<file path="src/rtl/umult_pkg.sv">
// Shared definitions for the unsigned sequential multiplier chain.
package umult_pkg;

   typedef enum logic {ACCUM = 1'b0, DONE = 1'b1} acc_state_t;

   function automatic int unsigned clog2(input int unsigned value);
      int unsigned res;
      res = 0;
      while ((32'd1 << res) < value) res = res + 1;
      return res;
   endfunction

   // Accumulator width that cannot overflow when summing `count` products of two w-bit operands
   function automatic int unsigned acc_width(input int unsigned w, input int unsigned count);
      return 2 * w + clog2(count);
   endfunction

   function automatic int unsigned cnt_width(input int unsigned count);
      return clog2(count + 1);
   endfunction

endpackage

</file>
<file path="src/rtl/umult_accumulator_if.sv">
// Product-in / sum-out bundle between the multiplier, the accumulator and the result consumer.
interface umult_accumulator_if #(
   parameter int unsigned WIDTH = 4,
   parameter int unsigned COUNT = 4
);
   import umult_pkg::*;

   localparam int unsigned ACC_WIDTH = acc_width(WIDTH, COUNT);
   localparam int unsigned CNT_W     = cnt_width(COUNT);

   logic [2*WIDTH-1:0]   prod_in;
   logic                 prod_valid;
   logic                 clear;
   logic [ACC_WIDTH-1:0] sum_out;
   logic                 sum_valid;
   logic                 sum_ready;
   logic [CNT_W-1:0]     count_out;
   logic                 drop_flag;

   modport master (
      output prod_in, prod_valid, clear, sum_ready,
      input  sum_out, sum_valid, count_out, drop_flag
   );

   modport slave (
      input  prod_in, prod_valid, clear, sum_ready,
      output sum_out, sum_valid, count_out, drop_flag
   );

endinterface

</file>
<file path="src/rtl/umult_rise_detect.sv">
// Rising-edge detector for level-held valids; the registered copy resets high so a stale level is ignored.
module umult_rise_detect (
   input  logic clk,
   input  logic rst,
   input  logic d,
   output logic rise
);

   logic d_q;

   always_ff @(posedge clk) begin
      if (rst) d_q <= 1'b1;
      else     d_q <= d;
   end

   assign rise = d & ~d_q;

endmodule

</file>
<file path="src/rtl/umult_accumulator.sv">
// Sums COUNT multiplier products per result, with a one-deep pend slot while the result waits downstream.
module umult_accumulator
   import umult_pkg::*;
#(
   parameter int unsigned WIDTH = 4,
   parameter int unsigned COUNT = 4
) (
   input logic                clk,
   input logic                rst,
   umult_accumulator_if.slave bus
);

   localparam int unsigned ACC_WIDTH = acc_width(WIDTH, COUNT);
   localparam int unsigned CNT_W     = cnt_width(COUNT);

   acc_state_t           state;
   acc_state_t           state_next;
   logic [ACC_WIDTH-1:0] acc;
   logic [CNT_W-1:0]     cnt;
   logic [2*WIDTH-1:0]   pend_data;
   logic                 pend_full;
   logic                 drop_flag;
   logic                 capture;

   logic accum_en;
   logic xfer_en;
   logic pend_load;
   logic drop_set;

   umult_rise_detect u_rise (
      .clk  (clk),
      .rst  (rst),
      .d    (bus.prod_valid),
      .rise (capture)
   );

   always_ff @(posedge clk) begin
      if (rst) state <= ACCUM;
      else     state <= state_next;
   end

   always_comb begin
      state_next = state;
      if (bus.clear) begin
         state_next = ACCUM;
      end else begin
         case (state)
            ACCUM:   if (capture && cnt == CNT_W'(COUNT - 1)) state_next = DONE;
            DONE:    if (bus.sum_ready) state_next = ACCUM;
            default: state_next = ACCUM;
         endcase
      end
   end

   // Datapath strobes; clear suppresses every one of them
   always_comb begin
      accum_en  = 1'b0;
      xfer_en   = 1'b0;
      pend_load = 1'b0;
      drop_set  = 1'b0;
      if (!bus.clear) begin
         accum_en  = (state == ACCUM) && capture;
         xfer_en   = (state == DONE) && bus.sum_ready;
         pend_load = (state == DONE) && !bus.sum_ready && capture && !pend_full;
         drop_set  = (state == DONE) && capture && pend_full;
      end
   end

   always_ff @(posedge clk) begin
      if (rst || bus.clear) begin
         acc       <= '0;
         cnt       <= '0;
         pend_data <= '0;
         pend_full <= 1'b0;
         drop_flag <= 1'b0;
      end else begin
         if (accum_en) begin
            acc <= acc + ACC_WIDTH'(bus.prod_in);
            cnt <= cnt + CNT_W'(1);
         end
         // A capture landing on the transfer edge with pend empty goes straight in as the first term
         if (xfer_en) begin
            pend_full <= 1'b0;
            if (pend_full) begin
               acc <= ACC_WIDTH'(pend_data);
               cnt <= CNT_W'(1);
            end else if (capture) begin
               acc <= ACC_WIDTH'(bus.prod_in);
               cnt <= CNT_W'(1);
            end else begin
               acc <= '0;
               cnt <= '0;
            end
         end
         if (pend_load) begin
            pend_data <= bus.prod_in;
            pend_full <= 1'b1;
         end
         if (drop_set) drop_flag <= 1'b1;
      end
   end

   assign bus.sum_out   = acc;
   assign bus.sum_valid = (state == DONE);
   assign bus.count_out = cnt;
   assign bus.drop_flag = drop_flag;

endmodule

</file>
<file path="src/flat_wrapper.sv">
// flat-port wrapper written by rule: the top's interface ports become plain ports
module umult_accumulator_flat import umult_pkg::*;
#(
   parameter int unsigned WIDTH = 4,
   parameter int unsigned COUNT = 4
)
  (clk, rst, bus_prod_in, bus_prod_valid, bus_clear, bus_sum_ready, bus_sum_out, bus_sum_valid, bus_count_out, bus_drop_flag);
  umult_accumulator_if #(.WIDTH(WIDTH), .COUNT(COUNT)) bus_i ();
  input logic clk;
  input logic rst;
  input wire logic [$bits(bus_i.prod_in)-1:0] bus_prod_in;
  input wire logic [$bits(bus_i.prod_valid)-1:0] bus_prod_valid;
  input wire logic [$bits(bus_i.clear)-1:0] bus_clear;
  input wire logic [$bits(bus_i.sum_ready)-1:0] bus_sum_ready;
  output wire logic [$bits(bus_i.sum_out)-1:0] bus_sum_out;
  output wire logic [$bits(bus_i.sum_valid)-1:0] bus_sum_valid;
  output wire logic [$bits(bus_i.count_out)-1:0] bus_count_out;
  output wire logic [$bits(bus_i.drop_flag)-1:0] bus_drop_flag;
  assign bus_i.prod_in = bus_prod_in;
  assign bus_i.prod_valid = bus_prod_valid;
  assign bus_i.clear = bus_clear;
  assign bus_i.sum_ready = bus_sum_ready;
  assign bus_sum_out = bus_i.sum_out;
  assign bus_sum_valid = bus_i.sum_valid;
  assign bus_count_out = bus_i.count_out;
  assign bus_drop_flag = bus_i.drop_flag;
  umult_accumulator #(.WIDTH(WIDTH), .COUNT(COUNT)) u_core (.clk(clk), .rst(rst), .bus(bus_i));
endmodule
</file>
<file path="config.mk">
export PLATFORM = sky130hd
export DESIGN_NAME = umult_accumulator_flat
export DESIGN_NICKNAME = d
export VERILOG_FILES = /design/src/rtl/umult_pkg.sv /design/src/rtl/umult_accumulator_if.sv /design/src/rtl/umult_rise_detect.sv /design/src/rtl/umult_accumulator.sv /design/src/flat_wrapper.sv
export SDC_FILE = /design/constraint.sdc
export NUM_CORES = 1
export LEC_CHECK = 0
export BUFFER_PORTS_ARGS = -buffer_cell sky130_fd_sc_hd__buf_2
export CAP_MARGIN = 0
export CORE_MARGIN = 4
export CORE_UTILIZATION = 54
export DETAILED_ROUTE_END_ITERATION = 6
export HOLD_SLACK_MARGIN = 0.12
export PLACE_DENSITY = 0.77
export SLEW_MARGIN = 20
export SYNTH_ARGS = -nofsm -noshare
export SYNTH_HDL_FRONTEND = slang
export SYNTH_SLANG_ARGS = --single-unit
</file>
<file path="constraint.sdc">
create_clock -name clk -period 2.75 [get_ports clk]
set_clock_uncertainty 0.1 [all_clocks]
set_input_delay 0.1375 -clock clk [delete_from_list [all_inputs] [get_ports clk]]
set_output_delay 0.1375 -clock clk [all_outputs]
set_load 0.005 [all_outputs]
</file>
==> results of run 1 <==
## placed cells by master (no fill, tap or decap), types with 5 or more instances in the layout
| master | instances |
|---|---|
| a21oi_1 | 12 |
| a211oi_1 | 5 |
| buf_2 | 27 |
| nor2_1 | 22 |
| mux2i_1 | 9 |
| dfxtp_1 | 25 |
| o21ai_0 | 13 |
| dlygate4sd3_1 | 13 |
| ha_1 | 10 |
| nand2_1 | 24 |
## worst reg2reg max path: cells and delay by family (launching register included)
kind / cells / cell delay, ns
multiplexers: 1 / 0.21
adder cells (fa/ha/maj): 2 / 0.70
flip-flops: 1 / 0.36
AO/OA/AOI/OAI: 4 / 0.85
## cells by family (layout without fill, tap and decap cells)
group | Yosys count | in the layout
AO/OA/AOI/OAI | 54 | 54
adder cells (fa/ha/maj) | 11 | 11
AND/OR/NAND/NOR | 63 | 63
multiplexers | 9 | 9
flip-flops | 25 | 25
buffers and inverters | 13 | 48
XOR/XNOR | 5 | 5
## path summary, 6_finish.rpt
kind / start / end
worst min register to register: u_core.bus.sum_out[9]$_SDFFE_PP0P_ / u_core.bus.sum_out[9]$_SDFFE_PP0P_
worst min-delay path: u_core.bus.sum_out[9]$_SDFFE_PP0P_ / u_core.bus.sum_out[9]$_SDFFE_PP0P_
worst max-delay path: bus_prod_in[0] / u_core.bus.sum_out[8]$_SDFFE_PP0P_
worst max register to register: u_core.bus.sum_out[0]$_SDFFE_PP0P_ / u_core.bus.sum_out[8]$_SDFFE_PP0P_
## final cells by class
type / instances / area [µm²] / share of cell area, %
inverter: 4 / 15.01 / 0.8463
tap: 30 / 37.54 / 2.116
timing repair buffer: 40 / 265.3 / 14.95
clock inverter: 1 / 7.507 / 0.4231
sequential: 25 / 500.5 / 28.21
multi-input combinational: 142 / 925.9 / 52.19
clock buffer: 3 / 22.52 / 1.269
## registers in the layout (all words and copies together) (netlist names)
signal and cells:
u_core.bus.count_out 3, u_core.bus.drop_flag 1, u_core.bus.sum_out 10, u_core.bus.sum_valid 1
u_core.pend_data 8, u_core.pend_full 1, u_core.u_rise.d_q 1
## power by group
| part | internal, mW | switching (mW) | total, mW |
|---|---|---|---|
| combinational | 0.0392 | 0.0448 | 0.0839 |
| sequential | 0.365 | 0.00194 | 0.367 |
| clock | 0.0557 | 0.122 | 0.178 |
| total | 0.460 | 0.169 | 0.629 |
## timing repair
action	CTS	global route
gates resized for setup	0	0
setup endpoints to repair	0	0
hold endpoints to repair	16	0
setup buffers	0	0
hold buffers	13	0
## routing by layer
| metal | GRT usage [%] | vias up |
|---|---|---|
| met1 | 28.96 | 704 |
| met3 | 2.340 | 10 |
| met2 | 40.76 | 50 |
| met5 | 0 | - |
| li1 | - | 721 |
| met4 | 9.907 | 0 |
## metrics by stage
step | hold WS (ns) | utilization [%]
after floorplan | 0.1413 | -
after global placement | 0.2432 | 62.87
after detailed placement | 0.2541 | 62.87
after CTS | 0.4061 | 69.10
after global routing | 0.4375 | 69.10
final | 0.4030 | 69.10
==> flow_summary.toml, run 1 <==
[global_routing]
grt-ovfl-total = 0
antenna_found_initial = 0
grt_usage_pct = 23.30
grt_start_max_net_pins = 21
grt_pass1_wl_um = 6527
grt_pass1_vias = 1452

[synthesis]
synth_flop_cell = "dfxtp_1"
synth_top_area_share_pct = 33.47
syn_nets = 204
synthTopCellsByArea = "dfxtp_1, ha_1, mux2i_1"
ys_seq_elements = 25
synth.area.mux_share_pct = 6.025
synth_top_family_by_area = "compound AO/OA/AOI/OAI gates"
synthAdderAreaFrac_pct = 9.707
synthSimpleGateAreaFrac_pct = 19.00
synth_cells = 180
yosysMostFrequentCell = "dfxtp_1"
syn-cell-area_um2 = 1495
ys_seq_area_share_pct = 33.47
async_flop_share_pct = 0
synth_top_area_cell = "dfxtp_1"
synth_warnings = 0
synth_commonest_cells = "dfxtp_1, nand2_1, nor2_1"
synth_xor_area_share_pct = 2.929
synth_cell_types = 42
synth_edf_count = 0
synth_area_per_cell_um2 = 8.307
synth_compound_area_share_pct = 24.27

[floorplan]
initial_core_util_pct = 58.24
die_h_um = 60.62
io-pin-count = 28
die_area_um2 = 3675
rows = 18
die_x_um = 60.62
core_area_um2 = 2567

[clock_tree]
cts_sinks = 25
clk_pin_slew_ns = 0.15
insertion_delay_ns = 0.33
cts.path.max_buffers = 2
cts_tree = "built"
numCtsBuffers = 3
root_buffer = "clkbuf_4"
htree_levels = 1

[setup_path]
r2r_cells = 7
worstSetupStartpointType = "input pin"
critical-path-top-delay-family = "compound AO/OA/AOI/OAI gates"
crit_chain = "dlygate4sd3_1 > buf_2 > ha_1 > fa_1 > a211oi_1 > o21ai_0 > a21oi_1 > a2bb2oi_1 > mux2i_1"
critPathKind = "in2reg"
critical_path_depth = 9
critPathRequiredTime_ns = 2.92
path_buf_inv = 2
cp_slowest_cell = "dlygate4sd3_1"
endpoint_kind = "flip-flop"
arrival_ns = 2.53
crit_path_max_fanout = 3
ff2ff_setup_slack_ns = 0.47
slowest_delay_ns = 0.52

[drt]
drt_iter0_drc = 88
wl_met1_um = 1626
num_vias = 1485
avgViaCountPerCell = 6.061
drc = 0
wl_met2_um = 1999
detail_route.wirelength_um = 3906
ant_nets = 0
wl_met3_um = 200
first_pass_iters = 4
top_layer = "met4"
wl_per_cell_um = 15.94

[timing]
drv_slew = 0
min_period_ns = 2.355
finalWorstSetupSlack_ns = 0.3946
slew_headroom_pct = 56.35
setup_viol = 0
setup_tns_ns = 0
final_hold_viol_count = 0
rsz0062_at_grt = "false"
worst_slew_pin_slew_ns = 0.6529
timing.final.crit_share_pct = 85.65
fmax_mhz = 424.6

[run_status]
status = "complete, no violations"

[hold_path]
hold_class = "reg2reg"
min_path_cells = 2

[cells_and_area]
drive_above_1_share_pct = 18.14
area_delta_synth_final_pct = 18.66
n_fill_cell = 230
final_net_count = 240
fin_cells = 245
design_area_um2 = 1774
n_antenna_cell = 0

[placed_design]
dp.cells = 228
portBuffers = 27
dpl.hpwl_um = 2783
post_dp_cell_area_um2 = 1614
gp_routability_congestion = 0.9282
dp_slack_ns = 0.5256

[pwr]
irDropWorstVdd_mv = 0.2357
leakage_nw = 0.7758
power.total_mw = 0.6286
power_density_nw_per_um2 = 354.3

[job]
drv_cap = 0
(Power assumes the default switching activity.)
==> inputs of run 2 (changes only) <==
--- a/config.mk
+++ b/config.mk
@@ -8,11 +8,12 @@
 export BUFFER_PORTS_ARGS = -buffer_cell sky130_fd_sc_hd__buf_2
 export CAP_MARGIN = 0
 export CORE_MARGIN = 4
-export CORE_UTILIZATION = 54
+export CORE_UTILIZATION = 50
 export DETAILED_ROUTE_END_ITERATION = 6
 export HOLD_SLACK_MARGIN = 0.12
-export PLACE_DENSITY = 0.77
+export PLACE_DENSITY = 0.72
 export SLEW_MARGIN = 20
 export SYNTH_ARGS = -nofsm -noshare
 export SYNTH_HDL_FRONTEND = slang
 export SYNTH_SLANG_ARGS = --single-unit
+export TNS_END_PERCENT = 50
==> flow_summary.toml, run 2 (synthesized netlist as in run 1, its figures left out) <==
[timing]
slew_headroom_pct = 56.89
setup_tns_ns = 0
setup_viol = 0
finalWorstSetupSlack_ns = 0.4315
timing.final.crit_share_pct = 84.31
worst_slew_pin_slew_ns = 0.6467
drv_slew = 0
fmax_mhz = 431.3
rsz0062_at_grt = "false"
min_period_ns = 2.319
final_hold_viol_count = 0

[placed_design]
post_dp_cell_area_um2 = 1615
dp_slack_ns = 0.5664
dp.cells = 229
gp_routability_congestion = 0.8728
dpl.hpwl_um = 2668
portBuffers = 27

[setup_path]
critical-path-top-delay-family = "compound AO/OA/AOI/OAI gates"
crit_path_max_fanout = 3
path_buf_inv = 2
critPathKind = "in2reg"
cp_slowest_cell = "dlygate4sd3_1"
crit_chain = "dlygate4sd3_1 > buf_2 > ha_1 > fa_1 > a211oi_1 > o21ai_0 > a21oi_1 > a2bb2oi_1 > mux2i_1"
endpoint_kind = "flip-flop"
slowest_delay_ns = 0.53
critPathRequiredTime_ns = 2.91
worstSetupStartpointType = "input pin"
arrival_ns = 2.48

[clock_tree]
cts_sinks = 25
cts_resized = 0
root_buffer = "clkbuf_4"
postCtsHoldBufs = 13
postCtsSetupBuffers = 0
cts.path.max_buffers = 2
numCtsBuffers = 3
htree_levels = 1
clk_pin_slew_ns = 0.15
insertion_delay_ns = 0.32
cts_tree = "built"

[pwr]
p_seq_share_pct = 58.8
swShare_pct = 26.34
p_clk_share_pct = 27.8
irDropWorstVdd_mv = 0.2707
p_switching_mw = 0.1642
combinationalPowerShare_pct = 13.4
power_density_nw_per_um2 = 351.2
p_int_mw = 0.4593
leakage_nw = 0.7758

[floorplan]
rows = 19
die_h_um = 62.69
core_area_um2 = 2805
die_x_um = 62.69
io-pin-count = 28
initial_core_util_pct = 53.30
die_area_um2 = 3929

[drt]
num_vias = 1473
avgViaCountPerCell = 5.988
ant_nets = 0
wl_per_cell_um = 15.28
detail_route.wirelength_um = 3759
first_pass_iters = 4
drc = 0
drt_iter0_drc = 88

[cells_and_area]
drive_above_1_share_pct = 18.14
layout_commonest_cell = "buf_2"
n_antenna_cell = 0
final_net_count = 240
area_delta_synth_final_pct = 18.74
final_util_pct = 63.29
final_cell_mix = "buf_2, dfxtp_1, nand2_1"
largest_reg_flops = 10
design_area_um2 = 1775
fin_cells = 246

[global_routing]
grt_start_max_net_pins = 21
grt_pass1_vias = 1392
grt_pass1_wl_um = 6403
grt-ovfl-total = 0
antenna_found_initial = 0
grt_usage_pct = 19.68

[hold_path]
hold_class = "reg2reg"

[run_status]
status = "complete, no violations"

[job]
drv_cap = 0
[run 2: worst paths after layout]
path                                      start  cells after the start  slack, ns                                 end
max reg2reg  u_core.bus.sum_out[0]$_SDFFE_PP0P_                      7       0.54  u_core.bus.sum_out[8]$_SDFFE_PP0P_
min           u_core.bus.drop_flag$_SDFFE_PP0P_                      2       0.40   u_core.bus.drop_flag$_SDFFE_PP0P_
min reg2reg   u_core.bus.drop_flag$_SDFFE_PP0P_                      2       0.40   u_core.bus.drop_flag$_SDFFE_PP0P_
max                              bus_prod_in[0]                      9       0.43  u_core.bus.sum_out[8]$_SDFFE_PP0P_
[run 2: metrics by stage]
step	power, mW	hold WS, ns
final	0.6235	0.3994
after global routing	0.6592	0.4363
after CTS	0.6321	0.4172
after detailed placement	0.4420	0.2422
after global placement	0.4403	0.2415
after floorplan	0.4188	0.1413
[run 2: worst register-to-register path: stages, from the launching register on]
cell and delay, ns:
dfxtp_1 0.36, ha_1 0.26, fa_1 0.44, a211oi_1 0.29, o21ai_0 0.15, a21oi_1 0.16, a2bb2oi_1 0.20, mux2i_1 0.20
[run 2: final cells by class]
type,count,area [µm²]
multi-input combinational,142,925.9
timing repair buffer,40,265.3
inverter,4,15.01
fill,250,1030
sequential,25,500.5
clock inverter,1,7.507
tap,31,38.79
clock buffer,3,22.52
[run 2: routing by layer]
metal / wire length, µm / vias to the layer above / GRT usage [%]
li1: - / 721 / -
met1: 1746 / 702 / 25.17
met2: 1801 / 44 / 33.16
met3: 156 / 6 / 3.237
met4: 54 / 0 / 7.163
met5: 0 / - / 0
[run 2: power by group through the flow]
stage	combinational [mW]	clock [mW]	sequential, mW
after CTS	0.0823	0.183	0.367
after global routing	0.0918	0.200	0.367
after global placement	0.0661	0	0.374
final	0.0836	0.173	0.366
after detailed placement	0.0677	0	0.374
after floorplan	0.0445	0	0.374
==> inputs of run 3 (changes only) <==
--- a/config.mk
+++ b/config.mk
@@ -5,13 +5,14 @@
 export SDC_FILE = /design/constraint.sdc
 export NUM_CORES = 1
 export LEC_CHECK = 0
+export ABC_AREA = 1
 export BUFFER_PORTS_ARGS = -buffer_cell sky130_fd_sc_hd__buf_2
 export CAP_MARGIN = 0
 export CORE_MARGIN = 4
 export CORE_UTILIZATION = 50
 export DETAILED_ROUTE_END_ITERATION = 6
 export HOLD_SLACK_MARGIN = 0.12
-export PLACE_DENSITY = 0.72
+export PLACE_DENSITY = 0.71
 export SLEW_MARGIN = 20
 export SYNTH_ARGS = -nofsm -noshare
 export SYNTH_HDL_FRONTEND = slang
==> constraint.sdc (replaced) <==
create_clock -name clk -period 2.2 [get_ports clk]
set_clock_uncertainty 0.1 [all_clocks]
set_input_delay 0.11 -clock clk [delete_from_list [all_inputs] [get_ports clk]]
set_output_delay 0.11 -clock clk [all_outputs]
set_load 0.005 [all_outputs]
==> flow_summary.toml, run 3 <==
[run_status]
status = "complete, no violations"

[cells_and_area]
final_net_count = 314
n_fill_cell = 280
final_util_pct = 66.02
area_delta_synth_final_pct = 25.66
largest_reg_flops = 10
fin_cells = 333
regArea_um2 = 500.5
multiInputGateArea_um2 = 955.9
design_area_um2 = 2016
layout_commonest_cell = "nand2_1"
n_antenna_cell = 0
final_cell_mix = "nand2_1, nor2_1, buf_2"
drive_above_1_share_pct = 17.99

[timing]
holdWs_ns = 0.1546
final_hold_viol_count = 0
finalWorstSetupSlack_ns = 0.1059
min_period_ns = 2.094
setup_tns_ns = 0
setup_viol = 0
drv_slew = 0
rsz0062_at_grt = "false"
slew_headroom_pct = 69.86
fmax_mhz = 477.5
timing.final.crit_share_pct = 95.19
worst_slew_pin_slew_ns = 0.4497

[floorplan]
io-pin-count = 28
die_h_um = 64.64
die_x_um = 64.64
core_area_um2 = 3053
initial_core_util_pct = 52.54
rows = 20
die_area_um2 = 4178

[synthesis]
ys_seq_elements = 25
synth_cell_types = 28
synth_flop_cell = "dfxtp_1"
synth_top_area_cell = "dfxtp_1"
synthTopCellsByArea = "dfxtp_1, nand2_1, ha_1"
async_flop_share_pct = 0
synth_commonest_cells = "nand2_1, nor2_1, dfxtp_1"
syn_nets = 262
synth_warnings = 0
ys_seq_area_share_pct = 31.20
syn-cell-area_um2 = 1604
synth_edf_count = 0
synth_cells = 238
yosysMostFrequentCell = "nand2_1"
synth_top_area_share_pct = 31.20
synth_area_per_cell_um2 = 6.740

[clock_tree]
numCtsBuffers = 3
cts_resized = 0
cts_tree = "built"
cts_sinks = 25
root_buffer = "clkbuf_4"
htree_levels = 1
insertion_delay_ns = 0.33
cts.path.max_buffers = 2
clk_pin_slew_ns = 0.14

[pwr]
leakage_nw = 1.002
irDropWorstVdd_mv = 0.2513
p_int_mw = 0.5757
p_switching_mw = 0.2139
swShare_pct = 27.09
combinationalPowerShare_pct = 14.8
p_clk_share_pct = 27.0
p_seq_share_pct = 58.2
power_density_nw_per_um2 = 391.7
power.total_mw = 0.7896

[hold_path]
min_path_cells = 5
hold_class = "in2reg"
holdCritStartpoint = "bus_clear"
whs_endpoint = "u_core.bus.sum_out[7]$_SDFFE_PP0P_"

[drt]
drc = 0
first_pass_iters = 4
detail_route.wirelength_um = 3977
ant_nets = 0
avgViaCountPerCell = 4.871
drt_iter0_drc = 75
num_vias = 1622
wl_per_cell_um = 11.94

[global_routing]
antenna_found_initial = 0
grt_usage_pct = 20.11
grt_pass1_wl_um = 6575
grt-ovfl-total = 0
grt_pass1_vias = 1443
grt_start_max_net_pins = 25

[setup_path]
r2r_end = "u_core.pend_data[3]$_SDFFE_PP0P_"
slowest_delay_ns = 0.56
critical_path.startpoint = "bus_prod_valid"
arrival_ns = 2.27
r2r_cells = 7
crit_path_max_fanout = 6
ff2ff_setup_slack_ns = 0.13
worstSetupStartpointType = "input pin"
reg2reg_from = "u_core.pend_full$_SDFFE_PP0P_"
endpoint_kind = "flip-flop"
critPathRequiredTime_ns = 2.38
cp_slowest_cell = "dlygate4sd3_1"
critPathKind = "in2reg"
crit_chain = "dlygate4sd3_1 > buf_2 > inv_2 > nor2_4 > nand2_2 > nor3_4 > buf_4 > nor2_1 > nor2_1 > dlygate4sd3_1"

[placed_design]
dp_slack_ns = 0.4453
dp.cells = 305
portBuffers = 27
dpl.hpwl_um = 2708
post_dp_cell_area_um2 = 1758
gp_routability_congestion = 0.8088

[job]
drv_cap = 0
[run 3: worst max path at each step]
stage,end,cells after the start
finish,u_core.pend_data[3]$_SDFFE_PP0P_,10
global route,u_core.pend_data[3]$_SDFFE_PP0P_,10
CTS,u_core.pend_data[2]$_SDFFE_PP0P_,10
detailed placement,u_core.bus.sum_out[8]$_SDFFE_PP0P_,8
global placement,u_core.bus.sum_out[8]$_SDFFE_PP0P_,8
floorplan,u_core.bus.sum_out[8]$_SDFFE_PP0P_,8
[run 3: timing repair]
action                                  CTS  global route
endpoints found under the setup margin    0             4
hold buffers                             20             0
setup buffers                             0             4
hold endpoints to repair                 16             0
[run 3: routing by layer]
metal  routed length [µm]  global-route usage [%]
met5                    0                       0
met4                   57                   7.124
met3                  120                   2.773
met2                 1804                   32.60
met1                 1994                   27.24
[run 3: critical path: cells and delay by family]
family | cells | cell delay [ns]
buffers and inverters | 5 | 1.44
and+or+nand+nor | 5 | 0.72
[run 3: layout make-up]
| cell class | count | area share, % |
|---|---|---|
| clock inverter | 1 | 0.2483 |
| clock buffer | 3 | 1.117 |
| sequential | 25 | 24.83 |
| multi-input combinational | 182 | 47.42 |
| inverter | 26 | 5.152 |
| timing repair buffer | 52 | 18.50 |
| tap | 44 | 2.731 |
[run 3: power groups by stage]
stage	Clock [mW]	Sequential (mW)	Combinational, mW
final	0.213	0.459	0.117
after detailed placement	0	0.469	0.0982
after global routing	0.246	0.460	0.131
after global placement	0	0.469	0.0981
after floorplan	0	0.469	0.0649
after CTS	0.225	0.459	0.115
[run 3: cell families after synthesis]
logic type	after synthesis	synth area share [%]
xor gates and xnor gates	1	0.5461
AOI/OAI and AO/OA	46	15.29
buffers and inverters	31	9.204
DFF	25	31.20
and+or+nand+nor	124	34.71
adders and majority gates	11	9.048
